### src/rtl/vx_mem_perf_monitor.sv
// Memory-port performance monitor: taps req/rsp handshakes of NUM_PORTS ports and keeps
// read/write/stall/latency counters, pending/peak tracking, atomic snapshot/clear and sticky flags.
module vx_mem_perf_monitor #(
   parameter int unsigned NUM_PORTS = 1,
   parameter int unsigned CTR_BITS  = 44,
   parameter int unsigned PEND_BITS = 16,
   parameter bit          SATURATE  = 1'b0
) (
   input  logic                 clk,
   input  logic                 reset,
   input  logic                 enable,
   input  logic [NUM_PORTS-1:0] mem_req_valid,
   input  logic [NUM_PORTS-1:0] mem_req_ready,
   input  logic [NUM_PORTS-1:0] mem_req_rw,
   input  logic [NUM_PORTS-1:0] mem_rsp_valid,
   input  logic [NUM_PORTS-1:0] mem_rsp_ready,
   input  logic                 snap_req,
   input  logic                 snap_clear,
   output logic [CTR_BITS-1:0]  perf_reads,
   output logic [CTR_BITS-1:0]  perf_writes,
   output logic [CTR_BITS-1:0]  perf_stalls,
   output logic [CTR_BITS-1:0]  perf_latency,
   output logic [PEND_BITS-1:0] perf_pending,
   output logic [PEND_BITS-1:0] perf_max_pending,
   output logic                 perf_valid,
   output logic                 perf_ovf,
   output logic                 perf_err
);

   localparam int unsigned CNT_W  = $clog2(NUM_PORTS + 1);
   localparam int unsigned SUM_W  = ((CTR_BITS > PEND_BITS) ? CTR_BITS : PEND_BITS) + 1;
   localparam int unsigned PSUM_W = PEND_BITS + 2;

   function automatic logic [CNT_W-1:0] popcount(input logic [NUM_PORTS-1:0] v);
      logic [CNT_W-1:0] n;
      n = '0;
      for (int i = 0; i < NUM_PORTS; i++) begin
         n = n + CNT_W'(v[i]);
      end
      return n;
   endfunction

   // Returns {overflow, next value}; the increment may be wider than the counter (latency).
   function automatic logic [CTR_BITS:0] ctr_add(input logic [CTR_BITS-1:0] cur,
                                                 input logic [SUM_W-1:0]    inc);
      logic [SUM_W-1:0] sum;
      logic             ovf;
      sum = SUM_W'(cur) + inc;
      ovf = |(sum >> CTR_BITS);
      if (ovf && SATURATE) begin
         return {1'b1, {CTR_BITS{1'b1}}};
      end else begin
         return {ovf, sum[CTR_BITS-1:0]};
      end
   endfunction

   logic [CNT_W-1:0]     rd_cnt, wr_cnt, st_cnt, rs_cnt;
   logic [PSUM_W-1:0]    pend_sum;
   logic                 pend_under, pend_ovf, clear_now;
   logic [CTR_BITS:0]    reads_add, writes_add, stalls_add, lat_add;
   logic                 ctr_ovf;

   logic [CTR_BITS-1:0]  reads_q, writes_q, stalls_q, lat_q;
   logic [CTR_BITS-1:0]  reads_upd, writes_upd, stalls_upd, lat_upd;
   logic [CTR_BITS-1:0]  reads_d, writes_d, stalls_d, lat_d;
   logic [PEND_BITS-1:0] pending_q, pending_d, max_q, max_upd, max_d;
   logic                 ovf_q, ovf_d, err_q, err_d;

   logic [CTR_BITS-1:0]  snap_reads_q, snap_writes_q, snap_stalls_q, snap_lat_q;
   logic [PEND_BITS-1:0] snap_max_q;
   logic                 valid_q;

   assign rd_cnt    = popcount(mem_req_valid & mem_req_ready & ~mem_req_rw);
   assign wr_cnt    = popcount(mem_req_valid & mem_req_ready &  mem_req_rw);
   assign st_cnt    = popcount(mem_req_valid & ~mem_req_ready);
   assign rs_cnt    = popcount(mem_rsp_valid & mem_rsp_ready);
   assign clear_now = snap_req & snap_clear;

   // Pending-read tracking with underflow/overflow detection (independent of enable).
   always_comb begin
      pend_sum   = PSUM_W'(pending_q) + PSUM_W'(rd_cnt) - PSUM_W'(rs_cnt);
      pend_under = pend_sum[PSUM_W-1];
      pend_ovf   = ~pend_sum[PSUM_W-1] & pend_sum[PEND_BITS];
      if (pend_under) begin
         pending_d = '0;
      end else if (pend_ovf) begin
         pending_d = '1;
      end else begin
         pending_d = pend_sum[PEND_BITS-1:0];
      end
   end

   // Event counters: updated values feed the snapshot, a coincident clear zeroes the live copy.
   always_comb begin
      reads_add  = ctr_add(reads_q,  SUM_W'(rd_cnt));
      writes_add = ctr_add(writes_q, SUM_W'(wr_cnt));
      stalls_add = ctr_add(stalls_q, SUM_W'(st_cnt));
      lat_add    = ctr_add(lat_q,    SUM_W'(pending_q));
      reads_upd  = reads_q;
      writes_upd = writes_q;
      stalls_upd = stalls_q;
      lat_upd    = lat_q;
      max_upd    = max_q;
      ctr_ovf    = 1'b0;
      if (enable) begin
         reads_upd  = reads_add[CTR_BITS-1:0];
         writes_upd = writes_add[CTR_BITS-1:0];
         stalls_upd = stalls_add[CTR_BITS-1:0];
         lat_upd    = lat_add[CTR_BITS-1:0];
         ctr_ovf    = reads_add[CTR_BITS] | writes_add[CTR_BITS] |
                      stalls_add[CTR_BITS] | lat_add[CTR_BITS];
         max_upd    = (pending_d > max_q) ? pending_d : max_q;
      end else begin
         ctr_ovf    = 1'b0;
      end
      err_d = err_q | pend_under;
      if (clear_now) begin
         reads_d  = '0;
         writes_d = '0;
         stalls_d = '0;
         lat_d    = '0;
         max_d    = pending_d;
         ovf_d    = 1'b0;
      end else begin
         reads_d  = reads_upd;
         writes_d = writes_upd;
         stalls_d = stalls_upd;
         lat_d    = lat_upd;
         max_d    = max_upd;
         ovf_d    = ovf_q | ctr_ovf | pend_ovf;
      end
   end

   // Live state, snapshot registers and flags.
   always_ff @(posedge clk or negedge reset) begin
      if (!reset) begin
         reads_q       <= '0;
         writes_q      <= '0;
         stalls_q      <= '0;
         lat_q         <= '0;
         pending_q     <= '0;
         max_q         <= '0;
         ovf_q         <= 1'b0;
         err_q         <= 1'b0;
         snap_reads_q  <= '0;
         snap_writes_q <= '0;
         snap_stalls_q <= '0;
         snap_lat_q    <= '0;
         snap_max_q    <= '0;
         valid_q       <= 1'b0;
      end else begin
         reads_q   <= reads_d;
         writes_q  <= writes_d;
         stalls_q  <= stalls_d;
         lat_q     <= lat_d;
         pending_q <= pending_d;
         max_q     <= max_d;
         ovf_q     <= ovf_d;
         err_q     <= err_d;
         valid_q   <= snap_req;
         if (snap_req) begin
            snap_reads_q  <= reads_upd;
            snap_writes_q <= writes_upd;
            snap_stalls_q <= stalls_upd;
            snap_lat_q    <= lat_upd;
            snap_max_q    <= max_upd;
         end
      end
   end

   assign perf_reads       = snap_reads_q;
   assign perf_writes      = snap_writes_q;
   assign perf_stalls      = snap_stalls_q;
   assign perf_latency     = snap_lat_q;
   assign perf_pending     = pending_q;
   assign perf_max_pending = snap_max_q;
   assign perf_valid       = valid_q;
   assign perf_ovf         = ovf_q;
   assign perf_err         = err_q;

endmodule

### config.mk
export PLATFORM = sky130hd
export DESIGN_NAME = vx_mem_perf_monitor
export DESIGN_NICKNAME = d
export VERILOG_FILES = /design/src/rtl/vx_mem_perf_monitor.sv
export SDC_FILE = /design/constraint.sdc
export NUM_CORES = 1
export LEC_CHECK = 0
export BUFFER_PORTS_ARGS = -buffer_cell sky130_fd_sc_hd__buf_4
export CORE_MARGIN = 10
export CORE_UTILIZATION = 55
export CTS_CLUSTER_DIAMETER = 30
export DETAILED_ROUTE_END_ITERATION = 8
export PLACE_DENSITY = 0.76
export SYNTH_ARGS = -nofsm -noshare
export SYNTH_HDL_FRONTEND = slang
export SYNTH_SLANG_ARGS = --single-unit
### constraint.sdc
create_clock -name clk -period 12.89 [get_ports clk]
set_input_delay 1.9335 -clock clk [delete_from_list [all_inputs] [get_ports clk]]
set_output_delay 1.9335 -clock clk [all_outputs]
set_load 0.01 [all_outputs]
* Word-level counts from Yosys, hierarchy flattened *
Cells that the tools add are included.

storage, ports and cells
  register bits = 403
  bits of input ports = 10

operators by class
  $add $sub $neg = 6
  $lt $le $gt $ge = 1
  multiplexer cells = 15
  bitwise operators = 16

operators with widths
  cell                            number
  two-way mux 44 bit              8
  adder 44 x 1 -> 45 bit          3
  two-way mux 16 bit              5
  adder 44 x 16 -> 45 bit         1
  subtractor 17 x 1 -> 18 bit     1
  adder 16 x 1 -> 17 bit          1
  greater-than comparator 16 bit  1
  AND 1 bit                       7
  bitwise OR 1 bit                6
  NOT 1 bit                       3
  two-way mux 1 bit               2

* Longest topological paths before layout *
  depth in word-level cells = 12
  mapped depth = 26
  gate-level depth less buffers = 23

* Least setup slack after synthesis *
Ideal clock, no wire load.

  kind = input port to flip-flop
  start point = input mem_req_valid
  end point = register max_q[13]
  data arrival time = 6.296 ns
  path slack = 6.469 ns
  stages = 25
  cell sequence = nand2_1 > or2_2 > ha_1 > inv_1 > ha_1 > inv_1 > fa_1 > nor2b_1 > o31ai_2 > a211oi_1 > a211o_1 > o22ai_2 > xnor2_2 > buf_2 > o21ai_1 > inv_1 > ha_1 > a21o_1 > a21o_1 > a21oi_1 > o211ai_1 > o211ai_1 > and2_1 > buf_1 > mux2_2

on the way
  word-level cells in the longest chain between the ends = 12

RTL lines
  item                              line  text
  start, declared                   12    input logic [NUM_PORTS-1:0] mem_req_valid,
  AND 1 bit * (2 in series)         73    assign rd_cnt = popcount(mem_req_valid & mem_req_ready & ~mem_req_rw);
  adder 16 x 1 -> 17 bit *          81    pend_sum = PSUM_W'(pending_q) + PSUM_W'(rd_cnt) - PSUM_W'(rs_cnt);
  subtractor 17 x 1 -> 18 bit *     81
  NOT 1 bit                         83    pend_ovf = ~pend_sum[PSUM_W-1] & pend_sum[PEND_BITS];
  AND 1 bit                         83
  two-way mux 16 bit                86    end else if (pend_ovf) begin
  two-way mux 16 bit *              84    if (pend_under) begin
  via pending_d[9]                  66    logic [PEND_BITS-1:0] pending_q, pending_d, max_q, max_upd, max_d;
  greater-than comparator 16 bit *  112   max_upd = (pending_d > max_q) ? pending_d : max_q;
  two-way mux 16 bit *              112
  two-way mux 16 bit *              105   if (enable) begin
  two-way mux 16 bit *              117   if (clear_now) begin
  via max_d[13]                     66
  end signal, assigned              157   max_q <= max_d;
  end, declared                     66

The timed path passes the listed nets; every way through them passes the cells marked *.
A chain may end at the register's enable or synchronous reset.

* Worst setup path in the final report *
  start point = input mem_req_rw
  end point = register max_q[14]

on the way
  word-level cells in the longest chain between the ends = 12

RTL lines
  item                              line  text
  start, declared                   14    input logic [NUM_PORTS-1:0] mem_req_rw,
  NOT 1 bit *                       73
  AND 1 bit *                       73
  adder 16 x 1 -> 17 bit *          81
  subtractor 17 x 1 -> 18 bit *     81
  NOT 1 bit                         83
  AND 1 bit                         83
  two-way mux 16 bit                86
  two-way mux 16 bit *              84
  via pending_d[5]                  66
  greater-than comparator 16 bit *  112
  two-way mux 16 bit *              112
  two-way mux 16 bit *              105
  two-way mux 16 bit *              117
  via max_d[14]                     66

Marked as above.

==> impl_metrics.tcl <==
set metrics [dict create \
    setup_violations 0 \
    core_area_um2 33450 \
    ff2ff_path_depth 18 \
    antenna_cells 0 \
    slowest_stage "xnor2_2" \
    port_buffers 220 \
    avgRoutedWirePerCell_um 18.05 \
    netlist_instances 1903 \
    htree_levels 3 \
    yosys-top-cells-area "dfrtp_1 54%, nor2_1 8.1%, a21oi_1 5.7%, xor2_1 4.4%, ha_1 3.8%" \
    rows 67 \
    dp_cells 2499 \
    status "finished clean" \
    drive_above_1_share_pct 18.64 \
    die_area_um2 41630 \
    synth.most_common_cell "dfrtp_1" \
    overflow 0 \
    slew_viol_final 0 \
    vdd_drop_max_mv 0.1542 \
    synth_edf_count 0 \
    synth_common_cells "403 x dfrtp_1, 401 x nor2_1, 212 x a21oi_1, 98 x nand2_1, 94 x xor2_1" \
    numClockSinks 403 \
    routed-via-count 14790 \
    die_w_um 204.0 \
    initial_core_util_pct 55.69 \
    pin_count 221 \
    ys_warn_count 0 \
    remaining_drc_errors 0 \
    avgSynthCellArea_um2 9.788 \
    cts-hold-fix-buffers 0 \
    worst_pin_slew_ns 1.346 \
    place.detailed.hpwl_mm 31.56 \
    endpoint_kind "flop" \
    period_share_pct 54.64 \
    timing.rr.start "perf_pending[1]" \
    path_cells "buf_4 > or2_2 > ha_1 > inv_1 > ha_1 > inv_1 > fa_1 > nor2b_1 > o31ai_2 > a211oi_1 > a211o_1 > o22ai_2 > xnor2_2 > o21ai_0 > inv_1 > ha_1 > a21o_1 > a21o_1 > a21oi_1 > a21oi_1 > o211ai_1 > and2_1 > mux2_2" \
    cts_tree "done" \
    post_cts_resized 0 \
    hold_violations 0 \
    max_slew_margin_pct 10.07 \
    numCtsBuffers 84 \
    worstSetupPathType "input pin to flop" \
    antenna_found_initial 0 \
    rsz0062_at_grt "false" \
    cp_max_fo 17 \
    fmax_mhz 142.0 \
    clkSlewWorstSetupHoldPaths_ns 0.04 \
    ys.flop_type "dfrtp_1" \
    synth_fp_nets 1971 \
    fin_tns_setup_ns 0 \
    cp-start-kind "input pin" \
    skew_ns 0.03856 \
    synthArstFlopShare_pct 100.0 \
    area_growth_pct 26.78 \
    root_buffer "clkbuf_16" \
    ys_seq_area_share_pct 54.14 \
    hold_path.class "flop to flop" \
    grt_max_degree 173 \
    post-cts-setup-buffers 0 \
    ys_ff_latch 403 \
    ant_nets 0 \
    power_density_nw_per_um2 246.0 \
    via_per_inst 5.576 \
    crit_start "mem_req_rw" \
    r2r-end "max_q[14]" \
    synth_top_cell_by_area "dfrtp_1" \
    grt_pass1_vias 15220 \
    die_y_um 204.0 \
    yosysUniqueCellTypes 72 \
    drt_iter0_markers 1124 \
    firstDrtPassIters 5 \
    clk_path_buf_depth 3 \
    arrival_ns 7.50 \
    routed_wl_mm 47.88 \
    place.gp.congestion 0.8544 \
    gr-usage-all-layers_pct 22.77 \
    syn-cell-area_um2 18630 \
    leakage_nw 11.22 \
    r2r_slack_ns 7.57 \
    fin_crit_ns 7.043 \
    stdcell_count 2653 \
    grt_pass1_wl_mm 78.07 \
    crit_end "max_q[14]" \
    cp.required_ns 13.34 \
    finalNetCount 2205 \
    insertion_delay_ns 0.61 \
    slowest_delay_ns 0.62 \
    drv_cap 0 \
    synth_top_area_share_pct 54.14 \
]
layer usage:
metal	share of wire (%)	global-route usage, %	up-vias
met3	6.2	5.611	92
met5	0	0	-
met1	43	29.13	7286
li1	-	-	6995
met2	48	36.85	419
met4	2.6	8.569	0
cells by family after synthesis:
kind of cell	after synthesis	synth area share, %
AOI/OAI and AO/OA	345	10.89
xor gates and xnor gates	173	8.175
adders and majority gates	58	3.977
buffers and inverters	154	3.144
DFF	403	54.14
muxes	22	1.236
and+or+nand+nor	748	18.44
report_power, final:
part	total [W]	internal (W)	leakage (nW)	switching, W
Clock	0.00226	0.00151	1.44	0.000745
Combinational	0.00194	0.000802	4.59	0.00114
Sequential	0.00161	0.00146	5.20	0.000153
worst max-delay path, delay by kind of cell:
kind,cells,cell delay [ns]
adders and majority gates,4,1.15
and+or+nand+nor,3,1.17
buffers and inverters,4,0.41
AOI/OAI and AO/OA,10,1.78
muxes,1,0.41
xor gates and xnor gates,1,0.62
cell usage in the layout (no fill, tap or decap), drive strengths merged, types with 4 or more instances in the layout:
cell      count
nor2        402
nand2b        8
buf         228
o211ai        6
or3          10
mux2          8
and4         12
o21a         10
nor2b         9
nand4        37
inv          83
xor2         94
o21ai        45
dfrtp       403
and2         13
clkbuf      103
o221ai       11
nand3        76
nor3         16
a31oi         8
clkinvlp     12
nand2        98
a21o         15
or2           8
bufinv       12
a211oi        8
clkinv       18
a221o         4
ha           56
mux2i        14
nor4          9
and3         39
o22ai         4
a21oi       212
a2111oi       4
xnor2        79
worst min-delay path by stage:
stage               startpoint  cells after the start                    to
floorplan            max_q[14]                      2  perf_max_pending[14]
global placement      perf_err                      1              perf_err
detailed placement    perf_err                      1              perf_err
CTS                   perf_err                      1              perf_err
global route          perf_err                      1              perf_err
finish                perf_err                      1              perf_err
layout make-up:
class | instances | area (um^2)
Timing Repair Buffer | 228 | 1727
Multi-Input combinational cell | 1346 | 7959
Fill cell | 2420 | 9833
Sequential cell | 403 | 10080
Inverter | 74 | 277.8
Clock buffer | 103 | 2273
Clock inverter | 51 | 733.2
Tap cell | 448 | 560.5
metrics by stage:
stage	worst slack (ns)	util [%]	instance area, um^2	hold WS [ns]	power [W]
global route	5.557	70.60	23620	0.5224	0.006147
finish	5.847	70.60	23620	0.4657	0.005810
CTS	5.921	70.60	23620	0.4711	0.005831
detailed placement	5.381	61.61	20610	0.4616	0.003531
global placement	5.563	61.61	20610	0.4648	0.003452
floorplan	6.469	-	18630	0.4811	0.002925
flip-flops by register name (all words and copies together) (netlist names), 16 cells and up:
name              cells
max_q                16
stalls_q             44
writes_q             44
perf_writes          44
perf_stalls          44
reads_q              44
lat_q                44
perf_latency         44
perf_max_pending     16
perf_pending         16
perf_reads           44
(Power assumes the default switching activity.)
